--- config.mk ---
export PLATFORM = sky130hd
export DESIGN_NAME = lcd_result_formatter_flat
export DESIGN_NICKNAME = d
export VERILOG_FILES = /design/src/rtl/lcd_result_formatter_pkg.sv /design/src/rtl/lcd_result_formatter_if.sv /design/src/rtl/lcd_result_formatter_bin2bcd.sv /design/src/rtl/lcd_result_formatter.sv /design/src/flat_wrapper.sv
export SDC_FILE = /design/constraint.sdc
export NUM_CORES = 1
export LEC_CHECK = 0
export BUFFER_PORTS_ARGS = -buffer_cell sky130_fd_sc_hd__buf_2
export CAP_MARGIN = 25
export CORE_ASPECT_RATIO = 0.6
export CORE_UTILIZATION = 42
export CTS_CLUSTER_DIAMETER = 30
export DETAILED_ROUTE_END_ITERATION = 16
export PLACE_DENSITY = 0.55
export SLEW_MARGIN = 20
export SYNTH_ARGS = -nofsm -noshare
export SYNTH_HDL_FRONTEND = slang
export SYNTH_HIERARCHICAL = 1
export SYNTH_SLANG_ARGS = --single-unit
--- constraint.sdc ---
create_clock -name clk -period 2.4 [get_ports clk]
set_input_delay 0.48 -clock clk [delete_from_list [all_inputs] [get_ports clk]]
set_output_delay 0.48 -clock clk [all_outputs]
set_load 0.05 [all_outputs]
--- src/rtl/lcd_result_formatter_pkg.sv ---
// Shared types, ASCII constants and small helpers for the LCD result formatter.
// Latency: n/a (declarations and pure functions only).
// Backpressure: n/a.
package lcd_fmt_pkg;

   typedef enum logic [2:0] {
      IDLE,
      CONVERT,
      SEND_CMD,
      SEND_SIGN,
      SEND_DIG,
      DONE
   } state_t;

   localparam logic [7:0] CH_SPACE = 8'h20;
   localparam logic [7:0] CH_MINUS = 8'h2D;
   localparam logic [7:0] CH_ZERO  = 8'h30;

   localparam int CONV_CYCLES = 16;
   localparam int NUM_DIGITS  = 5;

   // Double-dabble correction: every BCD nibble >= 5 gets +3 before the shift.
   function automatic logic [19:0] dd_adjust(input logic [19:0] bcd);
      logic [19:0] r;
      r = bcd;
      for (int i = 0; i < NUM_DIGITS; i++) begin
         if (bcd[i*4 +: 4] >= 4'd5)
            r[i*4 +: 4] = bcd[i*4 +: 4] + 4'd3;
      end
      return r;
   endfunction

   // Magnitude of a two's-complement word; 16'h8000 maps to 16'h8000 (32768).
   function automatic logic [15:0] abs16(input logic [15:0] v);
      return v[15] ? (~v + 16'd1) : v;
   endfunction

endpackage

--- src/rtl/lcd_result_formatter_if.sv ---
// Request/stream bundle between the ALU side, the formatter and the LCD driver.
// Latency: n/a (wires only).
// Backpressure: out_ready from the driver stalls the byte stream.
// master = ALU/driver side, slave = formatter.
interface lcd_result_formatter_if;
   logic        start;
   logic [15:0] value;
   logic [7:0]  out_data;
   logic        out_valid;
   logic        out_is_cmd;
   logic        out_ready;
   logic        busy;
   logic        done;

   modport master (
      output start, value, out_ready,
      input  out_data, out_valid, out_is_cmd, busy, done
   );

   modport slave (
      input  start, value, out_ready,
      output out_data, out_valid, out_is_cmd, busy, done
   );
endinterface

--- src/rtl/lcd_result_formatter_bin2bcd.sv ---
// Serial 16-bit binary to 5-digit BCD converter (double dabble, one bit per cycle).
// Latency: bcd_done pulses 16 cycles after the load edge; bcd then holds until the next load.
// Backpressure: none; load restarts the conversion unconditionally.
// Ports: clk, reset (async active-low), load, bin[15:0] in; bcd[19:0], bcd_done out.
module bin2bcd16_serial
   import lcd_fmt_pkg::*;
(
   input  logic        clk,
   input  logic        reset,
   input  logic        load,
   input  logic [15:0] bin,
   output logic [19:0] bcd,
   output logic        bcd_done
);

   logic [15:0] sr;
   logic [4:0]  cnt;
   logic        active;
   logic [19:0] adj;
   logic [35:0] shifted;

   assign adj     = dd_adjust(bcd);
   assign shifted = {adj, sr} << 1;

   always_ff @(posedge clk or negedge reset) begin
      if (!reset) begin
         sr       <= '0;
         bcd      <= '0;
         cnt      <= '0;
         active   <= 1'b0;
         bcd_done <= 1'b0;
      end else begin
         bcd_done <= 1'b0;
         if (load) begin
            sr     <= bin;
            bcd    <= '0;
            cnt    <= '0;
            active <= 1'b1;
         end else if (active) begin
            bcd <= shifted[35:16];
            sr  <= shifted[15:0];
            cnt <= cnt + 5'd1;
            if (cnt == 5'(CONV_CYCLES - 1)) begin
               active   <= 1'b0;
               bcd_done <= 1'b1;
            end
         end
      end
   end

endmodule

--- src/rtl/lcd_result_formatter.sv ---
// Formats a signed 16-bit result as a 7-byte LCD stream: address cmd, sign, 5 digits.
// Latency: first byte valid 17 cycles after start is sampled; done 24 cycles after with no stalls.
// Backpressure: each byte is held (data, is_cmd, valid) until a valid&ready transfer.
// Ports: clk, reset (async active-low), bus (slave modport: start/value in,
//        out_data/out_valid/out_is_cmd out, out_ready in, busy/done out).
module lcd_result_formatter
   import lcd_fmt_pkg::*;
#(
   parameter logic [7:0] LINE_ADDR   = 8'hC0,
   parameter bit         BLANK_ZEROS = 1'b1
)
(
   input  logic                   clk,
   input  logic                   reset,
   lcd_result_formatter_if.slave  bus
);

   state_t      state;
   logic        neg;
   logic        lead;       // still inside the run of leading zero digits
   logic [2:0]  byte_cnt;   // index of the byte currently presented (0..6)

   logic        load;
   logic [15:0] mag;
   logic [19:0] bcd;
   logic        bcd_done;

   logic [2:0]  nxt_byte;
   logic [2:0]  nxt_idx;
   logic [3:0]  nxt_digit;
   logic        nxt_last;
   logic        nxt_blank;
   logic [7:0]  nxt_char;

   assign load = (state == IDLE) && bus.start;
   assign mag  = abs16(bus.value);

   bin2bcd16_serial u_bcd (
      .clk      (clk),
      .reset    (reset),
      .load     (load),
      .bin      (mag),
      .bcd      (bcd),
      .bcd_done (bcd_done)
   );

   // Character for the byte that follows the current one. Byte 2 carries d4,
   // byte 6 carries d0, so the digit index is 6 - byte.
   always_comb begin
      nxt_byte = byte_cnt + 3'd1;
      nxt_idx  = 3'd6 - nxt_byte;
      case (nxt_idx)
         3'd0:    nxt_digit = bcd[3:0];
         3'd1:    nxt_digit = bcd[7:4];
         3'd2:    nxt_digit = bcd[11:8];
         3'd3:    nxt_digit = bcd[15:12];
         3'd4:    nxt_digit = bcd[19:16];
         default: nxt_digit = 4'h0;
      endcase
      nxt_last  = (nxt_idx == 3'd0);
      // d0 is never blanked so that a zero result still shows "0".
      nxt_blank = BLANK_ZEROS && lead && (nxt_digit == 4'h0) && !nxt_last;
      nxt_char  = nxt_blank ? CH_SPACE : (CH_ZERO + {4'h0, nxt_digit});
   end

   always_ff @(posedge clk or negedge reset) begin
      if (!reset) begin
         state          <= IDLE;
         neg            <= 1'b0;
         lead           <= 1'b0;
         byte_cnt       <= '0;
         bus.out_data   <= '0;
         bus.out_valid  <= 1'b0;
         bus.out_is_cmd <= 1'b0;
         bus.busy       <= 1'b0;
         bus.done       <= 1'b0;
      end else begin
         case (state)
            IDLE: begin
               bus.done <= 1'b0;
               if (bus.start) begin
                  neg      <= bus.value[15];
                  lead     <= 1'b1;
                  byte_cnt <= '0;
                  bus.busy <= 1'b1;
                  state    <= CONVERT;
               end
            end

            CONVERT: begin
               if (bcd_done) begin
                  bus.out_valid  <= 1'b1;
                  bus.out_is_cmd <= 1'b1;
                  bus.out_data   <= LINE_ADDR;
                  state          <= SEND_CMD;
               end
            end

            SEND_CMD: begin
               if (bus.out_ready) begin
                  byte_cnt       <= 3'd1;
                  bus.out_is_cmd <= 1'b0;
                  bus.out_data   <= neg ? CH_MINUS : CH_SPACE;
                  state          <= SEND_SIGN;
               end
            end

            SEND_SIGN: begin
               if (bus.out_ready) begin
                  byte_cnt     <= nxt_byte;
                  bus.out_data <= nxt_char;
                  lead         <= lead && (nxt_digit == 4'h0);
                  state        <= SEND_DIG;
               end
            end

            SEND_DIG: begin
               if (bus.out_ready) begin
                  if (byte_cnt == 3'd6) begin
                     byte_cnt      <= '0;
                     bus.out_valid <= 1'b0;
                     bus.out_data  <= '0;
                     bus.done      <= 1'b1;
                     state         <= DONE;
                  end else begin
                     byte_cnt     <= nxt_byte;
                     bus.out_data <= nxt_char;
                     lead         <= lead && (nxt_digit == 4'h0);
                  end
               end
            end

            DONE: begin
               bus.done <= 1'b0;
               bus.busy <= 1'b0;
               state    <= IDLE;
            end

            default: state <= IDLE;
         endcase
      end
   end

endmodule

--- src/flat_wrapper.sv ---
// flat-port wrapper written by rule: the top's interface ports become plain ports
module lcd_result_formatter_flat import lcd_fmt_pkg::*;
#(
   parameter logic [7:0] LINE_ADDR   = 8'hC0,
   parameter bit         BLANK_ZEROS = 1'b1
)
  (clk, reset, bus_start, bus_value, bus_out_ready, bus_out_data, bus_out_valid, bus_out_is_cmd, bus_busy, bus_done);
  lcd_result_formatter_if bus_i ();
  input  logic clk;
  input  logic reset;
  input wire logic [$bits(bus_i.start)-1:0] bus_start;
  input wire logic [$bits(bus_i.value)-1:0] bus_value;
  input wire logic [$bits(bus_i.out_ready)-1:0] bus_out_ready;
  output wire logic [$bits(bus_i.out_data)-1:0] bus_out_data;
  output wire logic [$bits(bus_i.out_valid)-1:0] bus_out_valid;
  output wire logic [$bits(bus_i.out_is_cmd)-1:0] bus_out_is_cmd;
  output wire logic [$bits(bus_i.busy)-1:0] bus_busy;
  output wire logic [$bits(bus_i.done)-1:0] bus_done;
  assign bus_i.start = bus_start;
  assign bus_i.value = bus_value;
  assign bus_i.out_ready = bus_out_ready;
  assign bus_out_data = bus_i.out_data;
  assign bus_out_valid = bus_i.out_valid;
  assign bus_out_is_cmd = bus_i.out_is_cmd;
  assign bus_busy = bus_i.busy;
  assign bus_done = bus_i.done;
  lcd_result_formatter #(.LINE_ADDR(LINE_ADDR), .BLANK_ZEROS(BLANK_ZEROS)) u_core (.clk(clk), .reset(reset), .bus(bus_i));
endmodule
-- Word-level counts from Yosys, hierarchy flattened
Cells that the tools add are included.
- input port bits: 20
- bits in registers: 63
- add/subtract/negate cells: 10
- order comparisons: 5
- reduce and logical (&&, ||, !) cells: 25
- muxes and demuxes: 55
- eq/ne operators: 18
- bitwise gates (word level): 1
- operators by type and width (cell ; count):
    16-bit 2-to-1 mux ; 3
    8-bit 2-to-1 mux ; 6
    20-bit 2-to-1 mux ; 2
    3-bit 2-to-1 mux ; 12
    8-bit one-hot mux with 4 select lines ; 1
    4-bit by 3-bit greater-or-equal comparator with 1-bit output, second input constant ; 5
    4-bit 2-to-1 mux ; 5
    4-bit one-hot mux with 5 select lines ; 1
    16-bit by 1-bit adder with 16-bit output, second input constant ; 1
    4-bit by 2-bit adder with 4-bit output, second input constant ; 4
    1-bit 2-to-1 mux ; 16
    16-bit inverter ; 1
    3-bit one-hot mux with 5 select lines ; 1
    5-bit AND reduction ; 3
    3-bit by 2-bit == test with 1-bit output, second input constant ; 4
    3-bit == test, second input constant ; 4
    2-bit != test, second input constant ; 6
    3-bit one-hot mux with 4 select lines ; 1
    5-bit 2-to-1 mux ; 2
    2-bit nonzero test ; 5
    1-bit one-hot mux with 2 select lines ; 4
    4-bit nonzero test ; 2
    6-bit by 4-bit adder with 7-bit output, first input constant ; 1
    3-bit by 1-bit == test with 1-bit output, second input constant ; 2
    17 further kinds ; 22

-- Longest topological paths before layout
- depth after elaboration: 11
- gate-level depth with buffers: 9
- mapped depth without buffers: 7

-- Modules after synthesis
The synthesis kept the hierarchy.
- by module, submodules not included (module ; cells an instance ; area an instance (sq um) ; times used):
    bin2bcd16_serial ; 239 ; 2293.4 ; 1
    lcd_result_formatter ; 178 ; 1562.7 ; 1

-- Least setup slack after synthesis
No wires, ideal clock.
- kind: flip-flop to flip-flop
- start: reg u_core.byte_cnt[1]
- end: reg u_core.bus.out_data[2]
- data required time: 2.274 ns
- buffers on the path: 2
- cell stages (with the launch flop): 9
- clock period less this slack: 1.938 ns
- slack: 0.462 ns
- arrival: 1.812 ns
- cells stage by stage: dfrtp_1 -> ha_1 -> buf_6 -> xnor2_1 -> ha_1 -> buf_2 -> a32oi_1 -> o21ai_0 -> a221o_1
- longest elaborated chain between the ends: 11
- elaborated cells on any way between the ends: 19
- RTL lines (what ; line ; source):
    start, declared ; lcd_result_formatter.sv:21 ; logic [2:0] byte_cnt;
    start signal, assigned ; lcd_result_formatter.sv:110 ; byte_cnt <= nxt_byte;
    start signal, assigned ; lcd_result_formatter.sv:126 ; byte_cnt <= nxt_byte;
    branches (longest 10 deep; another with 6-bit by 4-bit adder with 7-bit output) ; n/a ;
    8-bit one-hot mux with 4 select lines (*) ; lcd_result_formatter.sv:78 ; case (state)
    end signal, assigned ; lcd_result_formatter.sv:103 ; bus.out_data <= neg ? CH_MINUS : CH_SPACE;
    end signal, assigned ; lcd_result_formatter.sv:111 ; bus.out_data <= nxt_char;
    end signal, assigned ; lcd_result_formatter.sv:127 ; bus.out_data <= nxt_char;
    end, declared ; lcd_result_formatter_if.sv:22 ; output out_data, out_valid, out_is_cmd, busy, done
Mark *: on every way between the ends. The select of a mux whose other input is x is not followed.
A chain may end at the register's enable or synchronous reset.

-- Worst setup path in the final report
- start: reg u_core.byte_cnt[1]
- end: reg u_core.bus.out_data[4]
Same word-level chain as after synthesis.

==> tab_implementation.tex <==
\begin{tabular}{lr}
\hline
Metric & Value \\
\hline
\multicolumn{2}{l}{\textbf{Outcome}} \\
\quad Result of the run & finished clean \\
\multicolumn{2}{l}{\textbf{Setup path}} \\
\quad Worst setup path startpoint & u\_core/byte\_cnt[1] \\
\quad Reg-to-reg slack, setup & 0.20 ns \\
\quad Worst Path Required & 2.61 ns \\
\quad Worst-path fanout max & 11 \\
\quad Arrival time worst endpoint & 2.41 ns \\
\quad Most frequent CP cell & sky130\_fd\_sc\_hd\_\_ha\_1 \\
\quad Critical path's slowest cell & sky130\_fd\_sc\_hd\_\_dfrtp\_1 \\
\quad Setup crit start kind & flop \\
\quad Critical register-to-register path startpoint & u\_core/byte\_cnt[1] \\
\quad Largest stage delay on the critical path & 0.43 ns \\
\quad Sequence of cells on the critical path & ha\_1 -> xnor2\_1 -> ha\_1 -> a32oi\_1 -> nand4\_1 -> o31ai\_1 -> nand3\_1 \\
\quad Worst setup EP type & flop \\
\quad Kind of critical path & reg2reg \\
\multicolumn{2}{l}{\textbf{Yosys}} \\
\quad Post-Synthesis Cell Area & 3860 um\^{}2 \\
\quad Net count of the mapped netlist & between 400 and 500 \\
\quad Number of different library cells in the post-synthesis netlist & just under 60 \\
\quad Number of enable flip-flop cells after synthesis & 0 \\
\quad Top cells by area, synth & sky130\_fd\_sc\_hd\_\_dfrtp\_1 40\%, sky130\_fd\_sc\_hd\_\_ha\_1 6.2\%, sky130\_fd\_sc\_hd\_\_o21ai\_0 5.3\% \\
\quad Synth Flop Type & sky130\_fd\_sc\_hd\_\_dfrtp\_1 \\
\quad Post-synthesis async set-or-reset flop share & 100\% \\
\quad Yosys warning count & 6 \\
\quad Fraction of the yosys area taken by sequential cells & 40.2\% \\
\quad Average size of a mapped cell & 9.25 um\^{}2 \\
\quad Number of instances in the synthesized netlist & 417 \\
\quad Share of the synthesized area in the top cell type & 40.2\% \\
\quad Cell accounting for the most synthesized area & sky130\_fd\_sc\_hd\_\_dfrtp\_1 \\
\quad Synth Register Bits & 62 \\
\multicolumn{2}{l}{\textbf{Clock tree}} \\
\quad Post-CTS Setup Bufs & 0 \\
\quad Number of buffers on the longest clock path & 2 \\
\quad Clock insertion delay at the later pin of the skew report & about 0.33 ns \\
\quad Clock tree from TritonCTS & built \\
\quad Clock transition at the register clock pins on the worst setup and hold paths after CTS & 0.05 ns \\
\quad CTS hold repair buffers & 0 \\
\quad Number of instances resized during post-cts repair & 0 \\
\quad H-tree Lvls & 3 \\
\quad Num Clock Sinks & slightly above 60 \\
\quad Num CTS Buffers & 9 \\
\quad Clock tree root driver cell & sky130\_fd\_sc\_hd\_\_clkbuf\_16 \\
\multicolumn{2}{l}{\textbf{Floorplanning}} \\
\quad Core area & approximately 8700 um\^{}2 \\
\quad Number of cell rows & 26 \\
\quad IO Count & 32 \\
\quad Die Area & 9580 um\^{}2 \\
\quad Die boundary width & 126 um \\
\quad Initial Utilization & 44.2\% \\
\quad Die Height & 76.2 um \\
\multicolumn{2}{l}{\textbf{Global routing}} \\
\quad Via count of the first global-routing pass & 2,924 \\
\quad Maximum number of pins on one net before global-route repair & 63 \\
\quad Overflow after GRT & 0 \\
\quad Wire length of the first global-routing pass & 14.9 mm \\
\quad Overall global routing resource usage & between 10\% and 20\% \\
\quad Number of antenna violations at the first check in global routing & 0 \\
\multicolumn{2}{l}{\textbf{Drt}} \\
\quad Routed wire length & 8.82 mm \\
\quad Final routed wire length divided by cell count & 15.8 um \\
\quad Average vias per placed instance & 5.62 \\
\quad Detail Route Antenna Nets & 0 \\
\quad Count of vias placed by the detailed router & 3,146 \\
\quad Starting DRT DRC Count & 241 \\
\quad Final routed DRC violation total & 0 \\
\quad First-pass detailed-route iteration total & 5 \\
\multicolumn{2}{l}{\textbf{Flow run}} \\
\quad \# Max-Cap Violations & 0 \\
\multicolumn{2}{l}{\textbf{Timing}} \\
\quad Transition time at the pin with the least slew margin & 0.545 ns \\
\quad Worst slew margin relative to its limit & 63.4\% \\
\quad Final count of hold timing violations & 0 \\
\quad Fmax & about 450 MHz \\
\quad Unrepaired setup endpoints after global routing & false \\
\quad Max Slew Vio Count & 0 \\
\quad Clock Skews & 0.00539 ns \\
\quad Total negative slack & 0 ns \\
\quad Final period util & approximately nine tenths \\
\quad Final setup violation count & 0 \\
\quad Tmin final & roughly 2.2 ns \\
\multicolumn{2}{l}{\textbf{Finish}} \\
\quad Multi-input combinational cell area & 2060 um\^{}2 \\
\quad Final design instance area without fill & about 4400 um\^{}2 \\
\quad Final nets & 482 \\
\quad Most used cells in the layout excluding fill and tap cells & 61 x sky130\_fd\_sc\_hd\_\_dfrtp\_1, 43 x sky130\_fd\_sc\_hd\_\_nand2\_1, 41 x sky130\_fd\_sc\_hd\_\_o21ai\_0, 31 x sky130\_fd\_sc\_hd\_\_buf\_2, 24 x sky130\_fd\_sc\_hd\_\_inv\_1 \\
\quad Most common library cell in the layout ignoring fill and taps & sky130\_fd\_sc\_hd\_\_dfrtp\_1 \\
\quad Fraction of layout instances using a drive strength above 1 & 15.6\% \\
\quad Antenna cells & 0 \\
\quad Area taken by flip-flops and latches & 1550 um\^{}2 \\
\quad Relative area change from synthesis to final layout & 14.6\% \\
\quad Fill cells & 841 \\
\multicolumn{2}{l}{\textbf{Place}} \\
\quad Port buffer count & 31 \\
\quad Placer congestion estimate & 0.824 \\
\quad Post-Place Cell Area & 4100 um\^{}2 \\
\quad Sum of net half-perimeters after detailed placement & $\sim$6.1 mm \\
\multicolumn{2}{l}{\textbf{Hold path}} \\
\quad Path type of the worst min-delay path & in2async \\
\multicolumn{2}{l}{\textbf{Power}} \\
\quad IR Drop Worst-Case VDD & 0.000484 V \\
\quad Power per cell area & 1220 nW/um\^{}2 \\
\quad Static Leakage & 2.04 nW \\
\hline
\end{tabular}
-- metrics by stage --
stage	total power, mW	cells	hold WS (ns)	utilization [%]	worst slack, ns
finish	5.37	560	0.139	50.7	0.202
global route	5.78	560	0.188	50.7	0.0713
CTS	5.40	560	0.166	50.7	0.249
detailed placement	4.00	544	0.478	47.0	0.255
global placement	3.94	544	0.480	47.0	0.355
floorplan	3.48	417	0.184	-	0.462
-- synthesized netlist by cell type, drive strengths merged, types with 3 or more instances --
cell type	number
a21oi	20
a221o	3
a222oi	3
a22o	3
a22oi	5
a31oi	5
a32oi	4
and2	3
and3	4
buf	17
clkbuf	7
dfrtp	62
ha	19
inv	27
mux2i	18
nand2	43
nand2b	11
nand3	14
nand4	6
nor2	16
nor2b	3
nor3	6
nor4	7
o21ai	50
o22ai	6
o311ai	3
o31ai	4
o32ai	3
xnor2	11
xor2	8
-- cell type report --
type,instances,area share (%)
Clock inverter,3,0.906
Sequential cell,62,35.1
Clock buffer,13,6.34
Timing Repair Buffer,39,5.44
Tap cell,112,3.17
Inverter,27,2.29
Multi-Input combinational cell,304,46.7
-- cell families after synthesis --
group | Yosys count | share of synthesized area, %
buffers and inverters | 51 | 6.36
AOI/OAI and AO/OA | 124 | 21.4
xor gates and xnor gates | 19 | 4.32
and+or+nand+nor | 124 | 16.9
muxes | 18 | 4.67
adders and majority gates | 19 | 6.16
DFF | 62 | 40.2
-- registers in the layout, summed over array words and instances (netlist names) --
register and cells:
u_core/state 3, u_core/u_bcd/sr 16, u_core/u_bcd/bcd_done 1, u_core/lead 1
u_core/u_bcd/cnt 5, u_core/bus.done 1, u_core/bus.out_is_cmd 1, u_core/neg 1
u_core/u_bcd/active 1, u_core/bus.out_data 7, u_core/u_bcd/bcd 20, u_core/byte_cnt 3
u_core/bus.busy 1, u_core/bus.out_valid 1
-- power by group --
part | internal, mW | switching [mW] | total [mW]
combinational | 0.877 | 1.23 | 2.11
sequential | 1.45 | 0.447 | 1.90
clock | 0.913 | 0.454 | 1.37
total | 3.24 | 2.14 | 5.37
-- worst max-delay path: cells and delay by family (launching register included) --
kind | cells | cell delay [ns]
AOI/OAI and AO/OA | 2 | 0.58
DFF | 1 | 0.43
adders and majority gates | 2 | 0.66
xor gates and xnor gates | 1 | 0.14
and+or+nand+nor | 2 | 0.27
-- worst paths after layout --
kind,to,depth (start not counted)
setup / recovery,u_core/bus.out_data[4],7
hold / removal,u_core/bus.out_data[3],2
setup reg to reg,u_core/bus.out_data[4],7
hold reg to reg,u_core/bus.out_data[3],2
max in group asynchronous,u_core/u_bcd/active,2
min in group clk,u_core/u_bcd/sr[0],3
-- metal layers --
metal	routed length, um	track usage [%]	up-vias
met4	85	5.73	0
met2	3340	24.9	50
met1	4910	31.0	1517
met3	489	6.39	9
li1	-	-	1570
met5	0	0	-
(Power assumes the default switching activity.)
